--- src/rtl/hq2x_scanout.sv ---
// Hq2x VGA scan-out: 640x480 raster timing, centred 512-wide image fetch, BGR555 to RGB888 expansion.
// Optional HQ2X_SCANLINE_EN adds a scanlines input that halves the intensity of odd output lines.
module hq2x_scanout #(
   parameter int H_ACTIVE = 640,
   parameter int H_FP     = 16,
   parameter int H_SYNC   = 96,
   parameter int H_BP     = 48,
   parameter int V_ACTIVE = 480,
   parameter int V_FP     = 10,
   parameter int V_SYNC   = 2,
   parameter int V_BP     = 33,
   parameter int IMG_X0   = 64,
   parameter int IMG_W    = 512,
   parameter bit SYNC_NEG = 1'b1
) (
   input  logic        clk,
   input  logic        reset_n,
   input  logic [14:0] outpixel,
`ifdef HQ2X_SCANLINE_EN
   input  logic        scanlines,
`endif
   output logic [9:0]  read_x,
   output logic        reset_line,
   output logic        reset_frame,
   output logic        hsync,
   output logic        vsync,
   output logic        de,
   output logic [7:0]  r,
   output logic [7:0]  g,
   output logic [7:0]  b
);

   localparam int H_TOTAL = H_ACTIVE + H_FP + H_SYNC + H_BP;
   localparam int V_TOTAL = V_ACTIVE + V_FP + V_SYNC + V_BP;
   localparam logic [9:0]  H_LAST   = 10'(H_TOTAL - 1);
   localparam logic [9:0]  V_LAST   = 10'(V_TOTAL - 1);
   localparam logic [9:0]  H_ACT    = 10'(H_ACTIVE);
   localparam logic [9:0]  V_ACT    = 10'(V_ACTIVE);
   localparam logic [9:0]  HS_START = 10'(H_ACTIVE + H_FP);
   localparam logic [9:0]  HS_END   = 10'(H_ACTIVE + H_FP + H_SYNC);
   localparam logic [9:0]  VS_START = 10'(V_ACTIVE + V_FP);
   localparam logic [9:0]  VS_END   = 10'(V_ACTIVE + V_FP + V_SYNC);
   localparam logic [10:0] IMG_LO   = 11'(IMG_X0);
   localparam logic [10:0] IMG_HI   = 11'(IMG_X0 + IMG_W);

   function automatic logic [7:0] expand5(input logic [4:0] c);
      expand5 = {c, c[4:2]};
   endfunction

   logic [9:0]  hcount_r, vcount_r;
   logic        active_s, hs_s, vs_s, in_img_s, line_start_s, fetch_s;
   logic [10:0] hpos_s, look_s;
   logic [8:0]  fetch_x_s;
   logic        de1_r, hs1_r, vs1_r, img1_r, de2_r, hs2_r, vs2_r, img2_r;
   logic [14:0] pix1_r, pix2_r;
   logic        dim_s;
   logic [7:0]  full_r_s, full_g_s, full_b_s, r_s, g_s, b_s;

   // Raster decode of the current counter position, plus the +2 fetch lookahead
   always_comb begin
      hpos_s       = {1'b0, hcount_r};
      look_s       = hpos_s + 11'd2;
      active_s     = (hcount_r < H_ACT) && (vcount_r < V_ACT);
      hs_s         = (hcount_r >= HS_START) && (hcount_r < HS_END);
      vs_s         = (vcount_r >= VS_START) && (vcount_r < VS_END);
      in_img_s     = (hpos_s >= IMG_LO) && (hpos_s < IMG_HI);
      fetch_s      = (look_s >= IMG_LO) && (look_s < IMG_HI);
      fetch_x_s    = fetch_s ? 9'(look_s - IMG_LO) : 9'd0;
      line_start_s = (hcount_r == 10'd0) && !vcount_r[0];
   end

   // Free-running pixel and line counters; reset parks on the last line so a frame sync follows release
   always_ff @(posedge clk or negedge reset_n) begin
      if (!reset_n) begin
         hcount_r <= 10'd0;
         vcount_r <= V_LAST;
      end else if (hcount_r == H_LAST) begin
         hcount_r <= 10'd0;
         vcount_r <= (vcount_r == V_LAST) ? 10'd0 : vcount_r + 10'd1;
      end else begin
         hcount_r <= hcount_r + 10'd1;
      end
   end

   // Hq2x control: line/frame pulses and read address
   always_ff @(posedge clk or negedge reset_n) begin
      if (!reset_n) begin
         read_x      <= 10'd0;
         reset_line  <= 1'b0;
         reset_frame <= 1'b0;
      end else begin
         read_x      <= {vcount_r[0], fetch_x_s};
         reset_line  <= line_start_s;
         reset_frame <= line_start_s && (vcount_r == V_LAST);
      end
   end

   // Two-stage delay of raster flags and fetched pixel; outpixel already lines up with the counter here
   always_ff @(posedge clk or negedge reset_n) begin
      if (!reset_n) begin
         de1_r  <= 1'b0;  hs1_r <= 1'b0;  vs1_r <= 1'b0;  img1_r <= 1'b0;
         de2_r  <= 1'b0;  hs2_r <= 1'b0;  vs2_r <= 1'b0;  img2_r <= 1'b0;
         pix1_r <= 15'd0;
         pix2_r <= 15'd0;
      end else begin
         de1_r  <= active_s;  hs1_r <= hs_s;   vs1_r <= vs_s;   img1_r <= in_img_s;
         de2_r  <= de1_r;     hs2_r <= hs1_r;  vs2_r <= vs1_r;  img2_r <= img1_r;
         pix1_r <= outpixel;
         pix2_r <= pix1_r;
      end
   end

`ifdef HQ2X_SCANLINE_EN
   logic odd1_r, odd2_r;

   // Line parity follows the same delay as the colour data
   always_ff @(posedge clk or negedge reset_n) begin
      if (!reset_n) begin
         odd1_r <= 1'b0;
         odd2_r <= 1'b0;
      end else begin
         odd1_r <= vcount_r[0];
         odd2_r <= odd1_r;
      end
   end

   assign dim_s = scanlines && odd2_r;
`else
   assign dim_s = 1'b0;
`endif

   // Colour expansion, blanking outside the image and optional scanline dimming
   always_comb begin
      full_r_s = expand5(pix2_r[4:0]);
      full_g_s = expand5(pix2_r[9:5]);
      full_b_s = expand5(pix2_r[14:10]);
      if (de2_r && img2_r) begin
         r_s = dim_s ? {1'b0, full_r_s[7:1]} : full_r_s;
         g_s = dim_s ? {1'b0, full_g_s[7:1]} : full_g_s;
         b_s = dim_s ? {1'b0, full_b_s[7:1]} : full_b_s;
      end else begin
         r_s = 8'd0;
         g_s = 8'd0;
         b_s = 8'd0;
      end
   end

   // Registered video outputs
   always_ff @(posedge clk or negedge reset_n) begin
      if (!reset_n) begin
         de    <= 1'b0;
         hsync <= SYNC_NEG;
         vsync <= SYNC_NEG;
         r     <= 8'd0;
         g     <= 8'd0;
         b     <= 8'd0;
      end else begin
         de    <= de2_r;
         hsync <= hs2_r ^ SYNC_NEG;
         vsync <= vs2_r ^ SYNC_NEG;
         r     <= r_s;
         g     <= g_s;
         b     <= b_s;
      end
   end

endmodule

--- config.mk ---
export PLATFORM = sky130hd
export DESIGN_NAME = hq2x_scanout
export DESIGN_NICKNAME = d
export VERILOG_FILES = /design/src/rtl/hq2x_scanout.sv
export SDC_FILE = /design/constraint.sdc
export NUM_CORES = 1
export LEC_CHECK = 0
export CAP_MARGIN = 20
export CORE_AREA = 2 2 86 88
export CTS_BUF_LIST = sky130_fd_sc_hd__clkbuf_2 sky130_fd_sc_hd__clkbuf_4 sky130_fd_sc_hd__clkbuf_8
export DETAILED_ROUTE_END_ITERATION = 7
export DIE_AREA = 0 0 88 90
export PLACE_DENSITY_LB_ADDON = 0.25
export SYNTH_ARGS = -nofsm -noshare
export SYNTH_HDL_FRONTEND = slang
export SYNTH_SLANG_ARGS = --single-unit
--- constraint.sdc ---
create_clock -name clk -period 3.2 [get_ports clk]
set_clock_uncertainty 0.2 [all_clocks]
set_input_delay 0.8 -clock clk [delete_from_list [all_inputs] [get_ports clk]]
set_output_delay 0.8 -clock clk [all_outputs]
set_load 0.005 [all_outputs]
==> metrics.cfg, run 1 <==
[outcome]
status = finished, final reports clean

[global_route]
grt_pass1_vias = 2025
grt_antenna_before_repair = 0
grt.busiest_layer = met1
grt_max_degree = 49
grtUsageMet1_pct = 23.05
grt.met2_usage_pct = 22.92
grtUsageMet3_pct = 4.867
grt_use_total_pct = 15.91
grt-ovfl-total = 0
grt_first_pass_wirelength_mm = 9.798

[sta]
setup_violations = 0
period_needed_ns = 2.948
worstMarginPinSlew_ns = 0.8322
finalCritPeriodShare_pct = 92.11
relSlewSlack_pct = 44.01
rsz0062_at_grt = no
slew_violations = 0
setup-tns-final_ns = 0
max_freq_mhz = 339.3
worst_slack_ns = 0.2524
hold_viol_final = 0

[power_and_ir_drop]
p_per_area_nw_per_um2 = 449.6
ir_drop_mv = 0.2078
leakage_nw = 1.863

[cells_and_area]
antenna_cells = 0
syn2layout_area_growth_pct = 22.53
final_common_cell = dfrtp_1
regArea_um2 = 2208
drive_gt1_share_pct = 9.496
fill_cells = 558
num-nets-final = 355
multiInputGateArea_um2 = 1079
layout_common_cells = dfrtp_1, clkdlybuf4s50_1, and3_1

[yosys]
avgSynthCellArea_um2 = 12.18
syn_nets = 306
synth_mux_area_share_pct = 0.2903
synth_seq_area_share_pct = 64.04
postSynthCellCount = 283
synthSimpleGateAreaFrac_pct = 17.09
synth_cell_types = 50
synth-xor-area-share_pct = 4.318
ys_ff_latch = 88
async_flop_share_pct = 100.0
synth_top_family_by_area = simple AND/OR/NAND/NOR gates
synth_edf_count = 0
synth_compound_area_share_pct = 7.402
synth_fa_ha_area_share_pct = 2.177
yosys_warnings = 0
synth_ff_type = dfrtp_1
yosysTopAreaCell = dfrtp_1
synthTopCellsByArea = dfrtp_1, dfstp_2, and3_1, xnor2_1, ha_1
syn_area_um2 = 3448
synth_top_area_share_pct = 60.23

[floorplan]
coreArea_um2 = 7020
dieArea_um2 = 7920
fp.dieW_um = 88
row_count = 31
die_h_um = 90
start_util_pct = 49.12
io_pins = 56

[critical_path]
arrival_ns = 2.93
criticalPathCategory = flop to flop
end_kind = flop
path_max_fanout = 6
startpoint_type = flop
cp.required_ns = 3.18

[route]
initialDrtViolationCount = 137
drtAntennaViolNets = 0
dr.pass1.iters = 4
vias_per_cell = 5.264
remaining_drc_errors = 0
num_vias = 2295
wl_per_cell_um = 13.55
wirelength_mm = 5.909

[job]
cap_violations = 0

[placement]
post-place-ws_ns = 0.2662
numPortBuffers = 55
dp_hpwl_mm = 4.100
place_congestion = 0.9271

[clocking]
path_clk_slew_ns = 0.09
cts_hold_buf = 0
htree_levels = 3
root_buffer = clkbuf_8
cts_resized = 0
clkLatencyLatePin_ns = 0.35
clock_sinks = 88
clockBufferDepth = 2
cts_tree = done
cts_buffers = 9
post_cts_buffers = 0

[worst_hold_path]
hold_path.class = flop to flop

[worst max-delay path: stages (launching register included)]
cell and delay (ns):
dfrtp_1 0.47, ha_1 0.31, nand2_1 0.11, o21a_1 0.24, nor2_1 0.18, ha_1 0.27
or2_2 0.13, a2bb2o_1 0.27, a2111oi_0 0.39, o311ai_0 0.23
[cells in the mapped netlist (2+ instances only)]
cell type,number
nor2_1,16
nand2_1,12
xnor2_1,10
o31ai_1,5
a21oi_1,10
dfrtp_1,83
or3_1,3
o211ai_1,2
o22ai_1,2
buf_4,9
inv_1,8
nand3_1,6
buf_2,3
and2_1,4
buf_6,2
ha_1,6
and3_1,17
o21ai_0,12
clkbuf_1,6
nor3_1,8
o21a_1,2
or2_2,2
nor4_1,8
xor2_1,7
dfstp_2,5
and4_1,3
nand2b_1,3
nand4_1,7
[sequential cells by signal, summed over array words and instances, names as in the netlist]
register and flops:
hs1_r 1, read_x 10, vcount_r 10, reset_frame 1
b 5, pix2_r 15, de2_r 1, hsync 1
pix1_r 15, g 5, de 1, vsync 1
hcount_r 10, img2_r 1, img1_r 1, vs1_r 1
de1_r 1, hs2_r 1, reset_line 1, vs2_r 1
r 5
[logic make-up after synthesis]
family / Yosys count
and+or+nand+nor: 101
buffers and inverters: 29
adders and majority gates: 6
AOI/OAI and AO/OA: 41
xor gates and xnor gates: 17
DFF: 88
muxes: 1
[worst paths after layout]
| path | from | to | slack, ns | depth (start not counted) |
|---|---|---|---|---|
| max | hcount_r[2] | read_x[8] | 0.25 | 9 |
| min | pix1_r[13] | pix2_r[13] | 0.15 | 0 |
| max reg2reg | hcount_r[2] | read_x[8] | 0.25 | 9 |
| min reg2reg | pix1_r[13] | pix2_r[13] | 0.15 | 0 |
| max in group asynchronous | reset_n | vcount_r[9] | 1.90 | 2 |
| min in group asynchronous | reset_n | g[5] | 0.23 | 1 |
[per-stage QoR]
step | total power, mW | utilization (%) | instances | instance area, µm² | hold WS [ns]
global route | 1.986 | 60.19 | 436 | 4225 | 0.1608
floorplan | 1.155 | - | 283 | 3448 | 0.1312
global placement | 1.199 | 57.42 | 420 | 4031 | 0.1316
CTS | 1.930 | 60.19 | 436 | 4225 | 0.1538
detailed placement | 1.200 | 57.42 | 420 | 4031 | 0.1347
finish | 1.900 | 60.19 | 436 | 4225 | 0.1516
[per-layer routing]
| metal | routed length, µm | vias up |
|---|---|---|
| li1 | - | 1094 |
| met1 | 2752 | 1117 |
| met2 | 2713 | 73 |
| met3 | 364 | 11 |
| met4 | 80 | 0 |
| met5 | 0 | - |
[power breakdown]
part | switching (mW) | internal, mW | total [mW] | leakage, nW
combinational | 0.0229 | 0.0191 | 0.0420 | 0.654
clock | 0.419 | 0.305 | 0.724 | 0.0959
sequential | 0.00407 | 1.13 | 1.13 | 1.11
total | 0.446 | 1.45 | 1.90 | 1.86
[layout make-up]
cell class                 count  share of cell area [%]
timing repair buffer          59                   13.98
multi-input combinational    166                   25.53
clock inverter                 7                   1.658
inverter                       8                  0.7107
clock buffer                   9                   2.932
tap                           99                   2.932
sequential                    88                   52.27
(Power assumes the default switching activity.)
==> run 2, diff against run 1 <==
Settings changed: SKIP_LAST_GASP set to 1.
==> results of run 2 <==
No change in the layout: final DEF, timing and power equal those of run 1.
==> run 3, diff against run 2 <==
Settings changed: ABC_AREA set to 1, CORE_AREA 2 2 86 88 to 2 2 84 86, DIE_AREA 0 0 88 90 to 0 0 86 88, REMOVE_ABC_BUFFERS set to 1.
==> run 3 against run 2 <==
Net effect: critical path depth decreased by 8; die area down 4.4%; flip-flop and latch count unchanged; critical endpoint is now vsync.
==> metrics.cfg, run 3 <==
[cells_and_area]
antenna_cells = 0  ; unchanged
multiInputGateArea_um2 = 865.8  ; -20%
final_common_cell = dfrtp_1
layout_common_cells = dfrtp_1, clkdlybuf4s50_1, inv_1
drive_gt1_share_pct = 9.836  ; +0.34 points
top_regs = pix1_r: 15 flops, pix2_r: 15 flops
regArea_um2 = 2208  ; unchanged
final_area_um2 = 4126  ; -2.3%
fill_cells = 545  ; -2.3%
num-nets-final = 384  ; +8.2%
syn2layout_area_growth_pct = 23.61
final-instance-count-excl-fill = 446  ; +2.3%

[critical_path]
crit_path_max_incr_delay_ns = 0.52  ; +0.05 ns
cp.required_ns = 2.20  ; -0.98 ns
path_max_fanout = 1  ; -5
startpoint = vsync
cp_num_buf_inv = 1  ; +1
r2r_slack_ns = 1.30  ; +1.05 ns
startpoint_type = flop
path_delay_family = flip-flops
arrival_ns = 1.35  ; -1.58 ns
end_kind = output port
cpMaxStageDelayCell = dfstp_2
crit_chain = clkdlybuf4s50_1
timing.rr.start = hcount_r[0]
criticalPathCategory = flop to output port

[power_and_ir_drop]
ir_drop_mv = 0.2211  ; +6.4%
p_per_area_nw_per_um2 = 471.7  ; +4.9%
leakage_nw = 2.029  ; +8.9%
finalPower_mw = 1.946  ; +2.5%

[clocking]
cts_tree = done
cts_hold_buf = 0  ; unchanged
clock_sinks = 88  ; unchanged
clockBufferDepth = 2  ; unchanged
post_cts_buffers = 0  ; unchanged
htree_levels = 3  ; unchanged
clkLatencyLatePin_ns = 0.35  ; about the same
root_buffer = clkbuf_8
cts_resized = 0  ; unchanged
path_clk_slew_ns = 0.09  ; about the same
cts_buffers = 9  ; unchanged

[placement]
place_congestion = 0.8233  ; -11%
place_inst = 430  ; +2.4%
place_area_um2 = 3925  ; -2.6%
dp_hpwl_mm = 4.014  ; -2.1%
numPortBuffers = 55  ; unchanged

[job]
cap_violations = 0  ; unchanged

[sta]
period_needed_ns = 2.355  ; -0.5929 ns
rsz0062_at_grt = no
worstMarginPinSlew_ns = 0.9175  ; +0.08526 ns
relSlewSlack_pct = 38.83  ; -5.2 points
setup-tns-final_ns = 0  ; unchanged
hold_viol_final = 0  ; unchanged
slew_violations = 0  ; unchanged
setup_violations = 0  ; unchanged
max_freq_mhz = 424.7  ; +25%
finalCritPeriodShare_pct = 73.58  ; -19 points

[global_route]
grt_use_total_pct = 16.74  ; +0.83 points
grt_max_degree = 78  ; +59%
grt_pass1_vias = 2186  ; +8.0%
grt_first_pass_wirelength_mm = 9.756  ; -0.43%
grt-ovfl-total = 0  ; unchanged
grt_antenna_before_repair = 0  ; unchanged

[yosys]
synth.most_common_cell = dfrtp_1
postSynthCellCount = 304  ; +7.4%
synth_ff_type = dfrtp_1
synth_seq_area_share_pct = 66.15  ; +2.1 points
ys_ff_latch = 88  ; unchanged
synthTopCellsByCount = dfrtp_1, inv_1, nor2_1, nand2_1, nand3_1
synthTopCellsByArea = dfrtp_1, inv_1, nor2_1, dfstp_2, nand3_1
yosysTopAreaCell = dfrtp_1
async_flop_share_pct = 100.0  ; unchanged
synth_edf_count = 0  ; unchanged
yosys_warnings = 0  ; unchanged
synth_cell_types = 28  ; -44%
syn_area_um2 = 3338  ; -3.2%
avgSynthCellArea_um2 = 10.98  ; -9.9%
synth_top_area_share_pct = 62.22  ; +2.0 points

[floorplan]
die_h_um = 88  ; -2.2%
row_count = 30  ; -3.2%
start_util_pct = 50.24  ; +1.1 points
coreArea_um2 = 6644  ; -5.4%
dieArea_um2 = 7568  ; -4.4%
fp.dieW_um = 86  ; -2.3%
io_pins = 56  ; unchanged

[route]
num_vias = 2168  ; -5.5%
wl_per_cell_um = 12.74  ; -6.0%
wirelength_mm = 5.682  ; -3.8%
remaining_drc_errors = 0  ; unchanged
dr.pass1.iters = 4  ; unchanged
initialDrtViolationCount = 94  ; -31%
vias_per_cell = 4.861  ; -7.7%
drtAntennaViolNets = 0  ; unchanged

[outcome]
status = finished, final reports clean

[worst_hold_path]
hold_path.class = flop to flop
min_from = pix1_r[0]

-- run 3: cell count changes after synthesis, moves of 8 or more --
| cell | previous run | this run |
|---|---|---|
| a21oi_1 | 10 | 2 |
| inv_1 | 8 | 48 |
| nand3_1 | 6 | 23 |
| nand2_1 | 12 | 30 |
| and3_1 | 17 | 0 |
| xnor2_1 | 10 | 1 |
| nor2_1 | 16 | 40 |
-- run 3: final timing paths --
kind	end	cells past startpoint
worst max-delay path	vsync	1
worst min-delay path	pix2_r[0]	0
worst max register to register	vcount_r[4]	7
worst min register to register	pix2_r[0]	0
max in group asynchronous	pix1_r[1]	2
min in group asynchronous	g[5]	1
-- run 3: kinds of logic after synthesis --
group	share of synthesized area, %
xor gates and xnor gates	3.411
AOI/OAI and AO/OA	2.849
buffers and inverters	7.908
and+or+nand+nor	17.43
adders and majority gates	2.249
DFF	66.15
-- run 3: area by class of cell --
cell class	count	area share (%)
Inverter	50	4.548
Clock inverter	7	1.880
Clock buffer	9	3.002
Timing Repair Buffer	57	13.64
Multi-Input combinational cell	155	20.98
Tap cell	80	2.426
Sequential cell	88	53.52
-- run 3: routing by layer --
metal  wire length, µm  GRT usage, %  part of all wire [%]
met2              2844         28.33                    50
met1              2464         20.47                    43
met3               274         3.864                   4.8
met5                 0             0                     0
met4                99         7.792                   1.7
-- run 3: power by group --
part           switching [mW]  internal, mW
Clock                   0.399         0.367
Sequential            0.00460          1.13
Combinational          0.0257        0.0195
-- run 3: per-stage QoR --
| step | worst slack, ns | hold WS, ns | utilization, % |
|---|---|---|---|
| 3_5_place_dp | 1.216 | 0.1355 | 59.08 |
| 4_1_cts | 0.8205 | 0.1568 | 62.11 |
| 6_report | 0.8453 | 0.1541 | 62.11 |
| 2_1_floorplan | 1.509 | 0.1312 | - |
| 3_3_place_gp | 1.220 | 0.1318 | 59.08 |
| 5_1_grt | 0.8133 | 0.1596 | 62.11 |
